<file path="src/rtl/cpu_pkg.sv">
// Shared definitions for the mini CPU: data widths, opcode encodings and
// the execution-unit state encoding, plus overflow helpers.
package cpu_pkg;

    localparam int CPU_WIDTH = 16;
    localparam int CPU_IMM_W = 7;

    localparam logic [2:0] OP_ADD  = 3'b000;
    localparam logic [2:0] OP_ADDI = 3'b001;
    localparam logic [2:0] OP_SUB  = 3'b010;
    localparam logic [2:0] OP_SUBI = 3'b011;
    localparam logic [2:0] OP_MUL  = 3'b100;
    localparam logic [2:0] OP_AND  = 3'b101;
    localparam logic [2:0] OP_CLR  = 3'b110;
    localparam logic [2:0] OP_SLL  = 3'b111;

    typedef enum logic [2:0] {
        OCIOSO = 3'd0,
        CALC   = 3'd1,
        MULT   = 3'd2,
        PRONTO = 3'd3,
        LIBERA = 3'd4
    } estado_t;

    // Signed overflow from the sign bits of the operands and of the result.
    function automatic logic ovf_soma(input logic sa, input logic sb, input logic sr);
        return (sa == sb) && (sr != sa);
    endfunction

    function automatic logic ovf_sub(input logic sa, input logic sb, input logic sr);
        return (sa != sb) && (sr != sa);
    endfunction

endpackage

</file>
<file path="src/rtl/unidade_execucao_if.sv">
// Request/acknowledge bus between the register-file controller (master)
// and the execution unit (slave).
interface unidade_execucao_if
    import cpu_pkg::*;
#(
    parameter int WIDTH = CPU_WIDTH,
    parameter int IMM_W = CPU_IMM_W
) ();

    logic             inicio;
    logic [2:0]       opcode;
    logic [WIDTH-1:0] r2;
    logic [WIDTH-1:0] r3;
    logic [IMM_W-1:0] entrada;
    logic             flag_ram;
    logic [WIDTH-1:0] saida;
    logic             fimop;
    logic             estouro;
    logic             ocupado;

    modport master (
        output inicio, opcode, r2, r3, entrada, flag_ram,
        input  saida, fimop, estouro, ocupado
    );

    modport slave (
        input  inicio, opcode, r2, r3, entrada, flag_ram,
        output saida, fimop, estouro, ocupado
    );

endinterface

</file>
<file path="src/rtl/unidade_execucao_multiplicador_serial.sv">
// Unsigned serial shift-add multiplier: one partial-product step per cycle,
// W steps, then a single-cycle done pulse with the full 2W-bit product.
module multiplicador_serial #(
    parameter int W = 16
) (
    input  logic           clk,
    input  logic           rst_n,
    input  logic           i_start,
    input  logic [W-1:0]   i_a,
    input  logic [W-1:0]   i_b,
    output logic           o_done,
    output logic [2*W-1:0] o_produto
);

    localparam int            CW       = $clog2(W);
    localparam logic [CW-1:0] CNT_UM   = CW'(1);
    localparam logic [CW-1:0] CNT_ULT  = CW'(W - 1);

    logic [2*W-1:0] r_mcand;
    logic [W-1:0]   r_mplier;
    logic [2*W-1:0] r_prod;
    logic [CW-1:0]  r_cnt;
    logic           r_ativo;
    logic           r_done;

    // Operand capture on start, then one shift-add step per cycle.
    always_ff @(posedge clk or negedge rst_n) begin
        if (!rst_n) begin
            r_mcand  <= '0;
            r_mplier <= '0;
            r_prod   <= '0;
            r_cnt    <= '0;
            r_ativo  <= 1'b0;
            r_done   <= 1'b0;
        end else if (i_start) begin
            r_mcand  <= {{W{1'b0}}, i_a};
            r_mplier <= i_b;
            r_prod   <= '0;
            r_cnt    <= '0;
            r_ativo  <= 1'b1;
            r_done   <= 1'b0;
        end else if (r_ativo) begin
            if (r_mplier[0]) begin
                r_prod <= r_prod + r_mcand;
            end else begin
                r_prod <= r_prod;
            end
            r_mcand  <= r_mcand << 1;
            r_mplier <= r_mplier >> 1;
            r_cnt    <= r_cnt + CNT_UM;
            if (r_cnt == CNT_ULT) begin
                r_ativo <= 1'b0;
                r_done  <= 1'b1;
            end else begin
                r_ativo <= 1'b1;
                r_done  <= 1'b0;
            end
        end else begin
            r_done <= 1'b0;
        end
    end

    assign o_done    = r_done;
    assign o_produto = r_prod;

endmodule

</file>
<file path="src/rtl/unidade_execucao.sv">
// Execution unit: latches operands on request, runs the single-cycle ALU or
// the serial multiplier, and hands the result back over a 4-phase handshake.
module unidade_execucao
    import cpu_pkg::*;
#(
    parameter int WIDTH = CPU_WIDTH,
    parameter int IMM_W = CPU_IMM_W
) (
    input  logic                clk,
    input  logic                rst_n,
    unidade_execucao_if.slave   bus
);

    localparam int MSB = WIDTH - 1;

    estado_t          r_estado;
    estado_t          w_prox;
    logic             w_aceita;
    logic             w_carga_alu;
    logic             w_carga_mul;

    logic [2:0]       r_op;
    logic [WIDTH-1:0] r_a;
    logic [WIDTH-1:0] r_b;
    logic [IMM_W-1:0] r_imm;

    logic [WIDTH-1:0] r_saida;
    logic             r_fimop;
    logic             r_estouro;
    logic             r_ocupado;

    logic [WIDTH-1:0] w_imm_ext;
    logic [WIDTH-1:0] w_res;
    logic             w_ovf;

    logic             w_mul_start;
    logic             w_mul_done;
    logic [2*WIDTH-1:0] w_produto;

    assign w_mul_start = w_aceita && (bus.opcode == OP_MUL);

    multiplicador_serial #(.W(WIDTH)) u_mult (
        .clk       (clk),
        .rst_n     (rst_n),
        .i_start   (w_mul_start),
        .i_a       (bus.r2),
        .i_b       (bus.r3),
        .o_done    (w_mul_done),
        .o_produto (w_produto)
    );

    // State register.
    always_ff @(posedge clk or negedge rst_n) begin
        if (!rst_n) begin
            r_estado <= OCIOSO;
        end else begin
            r_estado <= w_prox;
        end
    end

    // Next-state and datapath-load decisions.
    always_comb begin
        w_prox      = r_estado;
        w_aceita    = 1'b0;
        w_carga_alu = 1'b0;
        w_carga_mul = 1'b0;
        case (r_estado)
            OCIOSO: begin
                // A stale acknowledge still high blocks a new request.
                if (bus.inicio && !bus.flag_ram) begin
                    w_aceita = 1'b1;
                    w_prox   = (bus.opcode == OP_MUL) ? MULT : CALC;
                end else begin
                    w_prox = OCIOSO;
                end
            end
            CALC: begin
                w_carga_alu = 1'b1;
                w_prox      = PRONTO;
            end
            MULT: begin
                if (w_mul_done) begin
                    w_carga_mul = 1'b1;
                    w_prox      = PRONTO;
                end else begin
                    w_prox = MULT;
                end
            end
            PRONTO: begin
                if (bus.flag_ram) begin
                    w_prox = LIBERA;
                end else begin
                    w_prox = PRONTO;
                end
            end
            LIBERA: begin
                if (!bus.flag_ram && !bus.inicio) begin
                    w_prox = OCIOSO;
                end else begin
                    w_prox = LIBERA;
                end
            end
            default: begin
                w_prox = OCIOSO;
            end
        endcase
    end

    // Single-cycle ALU on the latched operands.
    always_comb begin
        w_imm_ext = {{(WIDTH-IMM_W){r_imm[IMM_W-1]}}, r_imm};
        w_res     = '0;
        w_ovf     = 1'b0;
        case (r_op)
            OP_ADD: begin
                w_res = r_a + r_b;
                w_ovf = ovf_soma(r_a[MSB], r_b[MSB], w_res[MSB]);
            end
            OP_ADDI: begin
                w_res = r_a + w_imm_ext;
                w_ovf = ovf_soma(r_a[MSB], w_imm_ext[MSB], w_res[MSB]);
            end
            OP_SUB: begin
                w_res = r_a - r_b;
                w_ovf = ovf_sub(r_a[MSB], r_b[MSB], w_res[MSB]);
            end
            OP_SUBI: begin
                w_res = r_a - w_imm_ext;
                w_ovf = ovf_sub(r_a[MSB], w_imm_ext[MSB], w_res[MSB]);
            end
            OP_AND: begin
                w_res = r_a & r_b;
                w_ovf = 1'b0;
            end
            OP_SLL: begin
                w_res = r_a << r_imm[3:0];
                w_ovf = 1'b0;
            end
            default: begin
                // CLR, and MUL which is served by the serial multiplier.
                w_res = '0;
                w_ovf = 1'b0;
            end
        endcase
    end

    // Operand latches and registered result/status outputs.
    always_ff @(posedge clk or negedge rst_n) begin
        if (!rst_n) begin
            r_op      <= 3'b000;
            r_a       <= '0;
            r_b       <= '0;
            r_imm     <= '0;
            r_saida   <= '0;
            r_estouro <= 1'b0;
            r_fimop   <= 1'b0;
            r_ocupado <= 1'b0;
        end else begin
            r_fimop   <= (w_prox == PRONTO);
            r_ocupado <= (w_prox != OCIOSO);
            if (w_aceita) begin
                r_op  <= bus.opcode;
                r_a   <= bus.r2;
                r_b   <= bus.r3;
                r_imm <= bus.entrada;
            end else begin
                r_op  <= r_op;
                r_a   <= r_a;
                r_b   <= r_b;
                r_imm <= r_imm;
            end
            // saida keeps the last result until the next one loads.
            if (w_carga_alu) begin
                r_saida   <= w_res;
                r_estouro <= w_ovf;
            end else if (w_carga_mul) begin
                r_saida   <= w_produto[WIDTH-1:0];
                r_estouro <= |w_produto[2*WIDTH-1:WIDTH];
            end else begin
                r_saida   <= r_saida;
                r_estouro <= r_estouro;
            end
        end
    end

    assign bus.saida   = r_saida;
    assign bus.fimop   = r_fimop;
    assign bus.estouro = r_estouro;
    assign bus.ocupado = r_ocupado;

endmodule

</file>
<file path="src/flat_wrapper.sv">
// flat-port wrapper written by rule: the top's interface ports become plain ports
module unidade_execucao_flat import cpu_pkg::*;
#(
    parameter int WIDTH = CPU_WIDTH,
    parameter int IMM_W = CPU_IMM_W
)
  (clk, rst_n, bus_inicio, bus_opcode, bus_r2, bus_r3, bus_entrada, bus_flag_ram, bus_saida, bus_fimop, bus_estouro, bus_ocupado);
  unidade_execucao_if #(.WIDTH(WIDTH), .IMM_W(IMM_W)) bus_i ();
  input  logic clk;
  input  logic rst_n;
  input wire logic [$bits(bus_i.inicio)-1:0] bus_inicio;
  input wire logic [$bits(bus_i.opcode)-1:0] bus_opcode;
  input wire logic [$bits(bus_i.r2)-1:0] bus_r2;
  input wire logic [$bits(bus_i.r3)-1:0] bus_r3;
  input wire logic [$bits(bus_i.entrada)-1:0] bus_entrada;
  input wire logic [$bits(bus_i.flag_ram)-1:0] bus_flag_ram;
  output wire logic [$bits(bus_i.saida)-1:0] bus_saida;
  output wire logic [$bits(bus_i.fimop)-1:0] bus_fimop;
  output wire logic [$bits(bus_i.estouro)-1:0] bus_estouro;
  output wire logic [$bits(bus_i.ocupado)-1:0] bus_ocupado;
  assign bus_i.inicio = bus_inicio;
  assign bus_i.opcode = bus_opcode;
  assign bus_i.r2 = bus_r2;
  assign bus_i.r3 = bus_r3;
  assign bus_i.entrada = bus_entrada;
  assign bus_i.flag_ram = bus_flag_ram;
  assign bus_saida = bus_i.saida;
  assign bus_fimop = bus_i.fimop;
  assign bus_estouro = bus_i.estouro;
  assign bus_ocupado = bus_i.ocupado;
  unidade_execucao #(.WIDTH(WIDTH), .IMM_W(IMM_W)) u_core (.clk(clk), .rst_n(rst_n), .bus(bus_i));
endmodule
</file>
<file path="config.mk">
export PLATFORM = sky130hd
export DESIGN_NAME = unidade_execucao_flat
export DESIGN_NICKNAME = d
export VERILOG_FILES = /design/src/rtl/cpu_pkg.sv /design/src/rtl/unidade_execucao_if.sv /design/src/rtl/unidade_execucao_multiplicador_serial.sv /design/src/rtl/unidade_execucao.sv /design/src/flat_wrapper.sv
export SDC_FILE = /design/constraint.sdc
export NUM_CORES = 1
export LEC_CHECK = 0
export BUFFER_PORTS_ARGS = -buffer_cell sky130_fd_sc_hd__buf_2
export CAP_MARGIN = 40
export CORE_AREA = 2 2 164 247
export DETAILED_ROUTE_END_ITERATION = 7
export DIE_AREA = 0 0 166 249
export RECOVER_POWER = 50
export SLEW_MARGIN = 10
export SYNTH_ARGS = -nofsm -noshare
export SYNTH_HDL_FRONTEND = slang
export SYNTH_SLANG_ARGS = --single-unit
</file>
<file path="constraint.sdc">
create_clock -name clk -period 4.3 [get_ports clk]
set_input_delay 1.075 -clock clk [delete_from_list [all_inputs] [get_ports clk]]
set_output_delay 1.075 -clock clk [all_outputs]
set_load 0.05 [all_outputs]
</file>
==> impl_metrics.py, run 1 <==
metrics = {
    "drt": {
        "drtIter0Drc": 783,
        "detail_route.vias_per_cell": 5.457,
        "highest_layer": "met4",
        "m1WireLength_um": 13940,
        "drt_pre_antenna_iters": 6,
        "antenna_left": 0,
        "vias": 10270,
        "wire_per_inst_um": 19.79,
        "wl_met2_um": 20450,
        "drt_wl_total_um": 37240,
        "detail_route.drc_violations": 0,
        "met3_length_um": 884,
    },
    "setup_path": {
        "worstPathMaxFanout": 15,
        "r2r_slack_ns": 0.96,
        "critPathArrivalTime_ns": 3.67,
        "start_kind": "flip-flop",
        "r2r_cells": 11,
        "r2r-end": "u_core.bus.estouro$_DFFE_PN0N_",
        "worstSetupPathType": "reg2reg",
        "cp-end-kind": "flip-flop",
        "regToRegStartpoint": "u_core.r_imm[2]$_DFFE_PN0P_",
        "worstPathRequired_ns": 4.64,
    },
    "place": {
        "portBuffers": 64,
        "dp.final_hpwl_um": 28670,
        "gp_routability_congestion": 0.9284,
    },
    "synthesis": {
        "synth-main-ff-cell": "dfrtp_1",
        "synth_top_area_share_pct": 32.19,
        "ys_seq_area_share_pct": 32.19,
        "synth_cell_type_count": 73,
        "yosys.area.top_type": "dfrtp_1",
        "synth-edff-count": 0,
        "synth_area_um2": 11660,
        "synth_area_leaders": "dfrtp_1 32%, ha_1 10%, mux2i_1 6.7%, a21oi_1 6.0%, mux2_2 4.6%",
        "syn_inst": 1343,
        "yosysWarnings": 0,
        "async_flop_share_pct": 100.0,
        "ys_seq_elements": 150,
        "syn_nets": 1488,
        "synth_area_per_cell_um2": 8.682,
    },
    "clock_network": {
        "hold_buffers": 0,
        "cts_resized": 0,
        "cts_buffers": 17,
        "clockBufferDepth": 2,
        "clk_root_buffer_cell": "clkbuf_16",
        "htreeDepth": 4,
        "cts_tree": "yes",
        "clock_latency_ns": 0.45,
        "clkTransAtPathRegs_ns": 0.07,
        "clock_sinks": 150,
        "post_cts_buffers": 0,
    },
    "timing": {
        "tns_ns": 0,
        "hold_viol": 0,
        "setup_viol": 0,
        "final.min_clock_period_ns": 3.337,
        "rsz0062_at_grt": "false",
        "tightestPinTransition_ns": 2.046,
        "fin_worst_skew_ns": 0.01488,
        "period_share_pct": 77.60,
        "drv_slew": 79,
        "relSlewSlack_pct": -36.39,
        "fmax_mhz": 299.7,
    },
    "status": {
        "status": "finished with violations",
        "violations": "capacitance limit, slew limit",
    },
    "global_routing": {
        "grt_max_degree": 80,
        "grt_pass1_vias": 10400,
        "grt_overflow": 0,
        "grtUsageTotal_pct": 18.15,
        "grt_pass1_wl_um": 58920,
        "antenna_found_initial": 0,
    },
    "worst_hold_path": {
        "hold_end": "u_core.bus.saida[6]$_DFFE_PN0N_",
        "holdCritStartpoint": "u_core.bus.saida[6]$_DFFE_PN0N_",
        "holdPathStages": 2,
        "min_path_type": "reg2reg",
    },
    "die": {
        "io_pins": 65,
        "initial_core_util_pct": 29.83,
        "fp.dieW_um": 166,
        "die_h_um": 249,
        "die-area_um2": 41330,
        "rows": 89,
        "core_um2": 39090,
    },
    "finish": {
        "drive_gt1_share_pct": 13.53,
        "antenna_cells": 0,
        "nNetsFinal": 1514,
        "post-route-util_pct": 33.49,
        "fillers": 3980,
        "syn_to_final_growth_pct": 12.27,
    },
    "flow_run": {
        "cap_violations": 1,
    },
}
synthesized netlist by cell type, types with 8 or more instances:
master    instances
dfrtp_1         150
a21oi_1         140
nor2_1          129
nand2_1         117
ha_1             94
mux2i_1          78
clkbuf_1         61
o21ai_0          61
inv_1            54
mux2_2           48
xnor2_1          33
a21o_1           29
nand3_1          28
nor3_1           27
a211oi_1         19
a31oi_1          17
xor2_1           16
o21bai_1         14
nand2b_1         13
nor2b_1          13
and3_1           12
nand4_1          11
o21ai_1          11
a221oi_1         10
buf_1            10
o31ai_1          10
o21a_1            9
buf_2             8
or3_1             8
cells in the final DEF (no fill, tap or decap), types with 6 or more instances in the layout:
| cell | netlist | routed |
|---|---|---|
| inv_1 | 54 | 54 |
| nor2_1 | 129 | 129 |
| o211ai_1 | 7 | 7 |
| a211oi_1 | 19 | 19 |
| mux2i_1 | 78 | 78 |
| nand2b_1 | 13 | 13 |
| a21oi_1 | 140 | 140 |
| nor2b_1 | 13 | 12 |
| ha_1 | 94 | 94 |
| o21ai_1 | 11 | 11 |
| xnor2_1 | 33 | 33 |
| a21o_1 | 29 | 29 |
| o21bai_1 | 14 | 14 |
| mux2_2 | 48 | 48 |
| nor3_1 | 27 | 27 |
| xor2_1 | 16 | 16 |
| or3_1 | 8 | 8 |
| o31ai_1 | 10 | 10 |
| a31oi_1 | 17 | 17 |
| dfrtp_1 | 150 | 148 |
| a221oi_1 | 10 | 10 |
| nand2_1 | 117 | 117 |
| o21ai_0 | 61 | 61 |
| nand3_1 | 28 | 28 |
| inv_8 | 0 | 6 |
| o21a_1 | 9 | 9 |
| buf_2 | 8 | 61 |
| and3_1 | 12 | 12 |
| a22oi_1 | 6 | 6 |
| nand4_1 | 11 | 11 |
| buf_4 | 0 | 21 |
| clkbuf_16 | 0 | 17 |
| nand3b_1 | 7 | 7 |
layout make-up:
| cell class | count | area [µm²] | share of cell area [%] |
|---|---|---|---|
| inverters | 54 | 202.7 | 1.548 |
| clock buffers | 17 | 425.4 | 3.250 |
| well taps | 500 | 625.6 | 4.779 |
| flip-flops and latches | 150 | 3756 | 28.69 |
| repair buffers | 87 | 523.0 | 3.995 |
| multi-input cells | 1059 | 7393 | 56.48 |
| clock inverters | 15 | 163.9 | 1.252 |
how the worst max path moves through the flow:
stage / startpoint / to / cells past startpoint
floorplan: u_core.r_imm[1]$_DFFE_PN0P_ / u_core.bus.saida[10]$_DFFE_PN0N_ / 13
global placement: u_core.r_imm[2]$_DFFE_PN0P_ / u_core.bus.saida[12]$_DFFE_PN0N_ / 11
detailed placement: u_core.r_imm[2]$_DFFE_PN0P_ / u_core.bus.saida[10]$_DFFE_PN0N_ / 10
CTS: u_core.r_imm[2]$_DFFE_PN0P_ / u_core.bus.saida[10]$_DFFE_PN0N_ / 10
global route: u_core.r_imm[2]$_DFFE_PN0P_ / u_core.bus.saida[15]$_DFFE_PN0N_ / 11
finish: u_core.r_imm[2]$_DFFE_PN0P_ / u_core.bus.estouro$_DFFE_PN0N_ / 11
logic make-up after synthesis:
| group | Yosys count | synth area share (%) |
|---|---|---|
| buf+inv | 134 | 4.464 |
| xor+xnor | 49 | 3.681 |
| compound gates | 395 | 21.85 |
| flops | 150 | 32.19 |
| mux | 128 | 11.62 |
| fa+ha+maj | 99 | 10.95 |
| simple gates | 388 | 15.25 |
worst max-delay path, cell delays in order (launching register included):
cell      delay (ns)
dfrtp_1         0.65
inv_1           0.14
ha_1            0.44
nor3_1          0.20
o21ai_1         0.14
a31oi_1         0.42
a21oi_1         0.23
a221o_1         0.44
mux2i_1         0.17
o211ai_1        0.10
a41oi_1         0.19
a21oi_1         0.10
through the flow:
step                      std cells  hold slack (ns)  instance area, µm²  setup WS (ns)
after floorplan                1343           0.4792               11660          1.350
after global placement         1849           0.4663               12490          1.079
after detailed placement       1850           0.4812               12510          1.064
after CTS                      1882           0.4993               13100          1.048
after global routing           1882           0.5320               13090         0.8120
final                          1882           0.4942               13090         0.9633
layer usage:
layer | up-vias | track usage [%]
met4 | 0 | 9.714
met3 | 83 | 2.320
li1 | 4916 | -
met2 | 193 | 34.83
met1 | 5079 | 18.97
met5 | - | 0
flip-flops by register name (all words and copies together), names as in the netlist:
name,count
u_core.bus.estouro,1
u_core.bus.fimop,1
u_core.bus.ocupado,1
u_core.bus.saida,16
u_core.r_a,16
u_core.r_b,16
u_core.r_estado,3
u_core.r_imm,7
u_core.r_op,3
u_core.u_mult.o_done,1
u_core.u_mult.o_produto,32
u_core.u_mult.r_ativo,1
u_core.u_mult.r_cnt,4
u_core.u_mult.r_mcand,32
u_core.u_mult.r_mplier,16
Power of run 1 is not shown: default switching activity piles up to over one toggle a cycle in this logic, so the estimate is an artifact.
==> inputs of run 2 (changes only) <==
- clock period: 4.3 -> 3.35 ns (I/O delays scaled with it)
==> run 2 against run 1 <==
Critical path type unchanged. Largest cell class unchanged. Global-route usage up 0.24 points. Via count is 1.4% higher. Highest routed layer unchanged. Utilization is 0.22 points higher. The run still ends with capacitance limit, slew limit left. Setup slack got worse by 0.75 ns. Cell count rose by 0.80%.
==> impl_metrics.py, run 2 (synthesis gave the netlist of run 1 again) <==
metrics = {
    "status": {
        "status": "finished with violations",
        "violations": "capacitance limit, slew limit",
    },
    "timing": {
        "setup_viol": 0,
        "fmax_mhz": 318.3,
        "period_share_pct": 93.77,
        "final.min_clock_period_ns": 3.141,
        "tightestPinTransition_ns": 2.331,
        "relSlewSlack_pct": -55.37,
        "hold_viol": 0,
        "rsz0062_at_grt": "false",
        "drv_slew": 48,
        "tns_ns": 0,
        "fin_worst_skew_ns": 0.01511,
    },
    "setup_path": {
        "worstPathRequired_ns": 3.68,
        "start_kind": "flip-flop",
        "worstSetupPathType": "reg2reg",
        "r2r_cells": 13,
        "worstPathMaxFanout": 6,
        "critPathArrivalTime_ns": 3.47,
        "regToRegStartpoint": "u_core.r_a[0]$_DFFE_PN0P_",
        "cp-end-kind": "flip-flop",
        "r2r_slack_ns": 0.21,
        "r2r-end": "u_core.bus.saida[10]$_DFFE_PN0N_",
    },
    "die": {
        "die-area_um2": 41330,
        "fp.dieW_um": 166,
        "initial_core_util_pct": 29.83,
        "rows": 89,
        "core_um2": 39090,
        "io_pins": 65,
        "die_h_um": 249,
    },
    "clock_network": {
        "htreeDepth": 4,
        "clock_sinks": 150,
        "cts_tree": "yes",
        "clkTransAtPathRegs_ns": 0.08,
        "cts_buffers": 17,
        "post_cts_buffers": 0,
        "clk_root_buffer_cell": "clkbuf_16",
        "clockBufferDepth": 2,
        "clock_latency_ns": 0.45,
    },
    "global_routing": {
        "grt_max_degree": 74,
        "grt_pass1_vias": 10600,
        "grt_pass1_wl_um": 59740,
        "grtUsageTotal_pct": 18.39,
        "antenna_found_initial": 0,
        "grt_overflow": 0,
    },
    "finish": {
        "fillers": 4046,
        "final_cells": 1897,
        "drive_gt1_share_pct": 14.40,
        "final_cell_mix": "148 x dfrtp_1, 140 x a21oi_1, 129 x nor2_1",
        "syn_to_final_growth_pct": 13.01,
        "nNetsFinal": 1528,
        "seq_area_um2": 3756,
        "layout_commonest_cell": "dfrtp_1",
        "multi_input_area_um2": 7401,
    },
    "drt": {
        "drt_pre_antenna_iters": 5,
        "drtIter0Drc": 671,
        "drt_wl_total_um": 38230,
        "antenna_left": 0,
        "vias": 10410,
        "detail_route.drc_violations": 0,
        "detail_route.vias_per_cell": 5.488,
        "wire_per_inst_um": 20.15,
    },
    "place": {
        "portBuffers": 64,
        "place_inst": 1864,
        "gp_routability_congestion": 0.9576,
        "dp.final_hpwl_um": 29560,
    },
    "worst_hold_path": {
        "holdCritStartpoint": "u_core.bus.saida[6]$_DFFE_PN0N_",
        "min_path_type": "reg2reg",
        "holdPathStages": 2,
        "hold_end": "u_core.bus.saida[6]$_DFFE_PN0N_",
    },
    "flow_run": {
        "cap_violations": 1,
    },
}
-- run 2: changes by cell type in the layout (fill, tap and decap cells not counted), sizes merged --
cell and change:
clkinv -4, diode +1, clkinvlp +2, inv +1, clkbuf +1, dlygate4sd2 +1, buf +13
-- run 2: routing by layer --
layer  wire length, µm  vias to the layer above  part of all wire, %  global-route usage, %
met5                 0                        -                    0                      0
met4              2402                        0                  6.3                  11.38
met3              1284                      104                  3.4                  2.558
met2             20490                      264                   54                  34.88
met1             14050                     5097                   37                  18.83
li1                  -                     4945                    -                      -
-- run 2: worst max-delay path by stage --
stage                                                    to                                   start
floorplan                  u_core.bus.saida[10]$_DFFE_PN0N_             u_core.r_imm[1]$_DFFE_PN0P_
global placement    u_core.u_mult.o_produto[28]$_DFFE_PN0P_  u_core.u_mult.o_produto[0]$_DFFE_PN0P_
detailed placement         u_core.bus.saida[10]$_DFFE_PN0N_               u_core.r_a[0]$_DFFE_PN0P_
CTS                        u_core.bus.saida[10]$_DFFE_PN0N_               u_core.r_a[0]$_DFFE_PN0P_
global route               u_core.bus.saida[12]$_DFFE_PN0N_               u_core.r_a[0]$_DFFE_PN0P_
finish                     u_core.bus.saida[10]$_DFFE_PN0N_               u_core.r_a[0]$_DFFE_PN0P_
-- run 2: area by class of cell --
type,instances,share of cell area (%)
clock inverters,14,0.8641
repair buffers,101,4.900
inverters,54,1.538
multi-input cells,1059,56.17
clock buffers,18,3.257
diodes,1,0.01899
flip-flops and latches,150,28.51
well taps,500,4.748
-- run 2: repair_timing --
item / 4_1_cts / 5_1_grt
hold buffers: 0 / 0
gates resized for setup: 0 / 1
endpoints found under the setup margin: 0 / 3
-- run 2: worst max-delay path, cell delays in order (launching register included) --
cell and delay [ns]:
dfrtp_1 0.45, inv_1 0.11, ha_1 0.20, inv_1 0.07, fa_1 0.42, a211oi_1 0.35, o21ai_1 0.18, a41oi_2 0.28
nand2b_1 0.13, o31ai_1 0.09, mux2_1 0.26, o211ai_1 0.12, a221oi_1 0.30, nor2_1 0.07
-- run 2: metrics by stage --
| stage | hold slack, ns | area, µm² | worst slack [ns] | utilization, % |
|---|---|---|---|---|
| 6_report | 0.4946 | 13180 | 0.2087 | 33.71 |
| 5_1_grt | 0.5450 | 13170 | 0.006875 | 33.70 |
| 4_1_cts | 0.3279 | 13180 | 0.1883 | 33.72 |
| 3_5_place_dp | 0.4879 | 12640 | 0.2026 | 32.33 |
| 3_3_place_gp | 0.4687 | 12640 | 0.2731 | 32.33 |
| 2_1_floorplan | 0.4792 | 11660 | 0.3998 | - |
Power of run 2 is left out for the same reason.
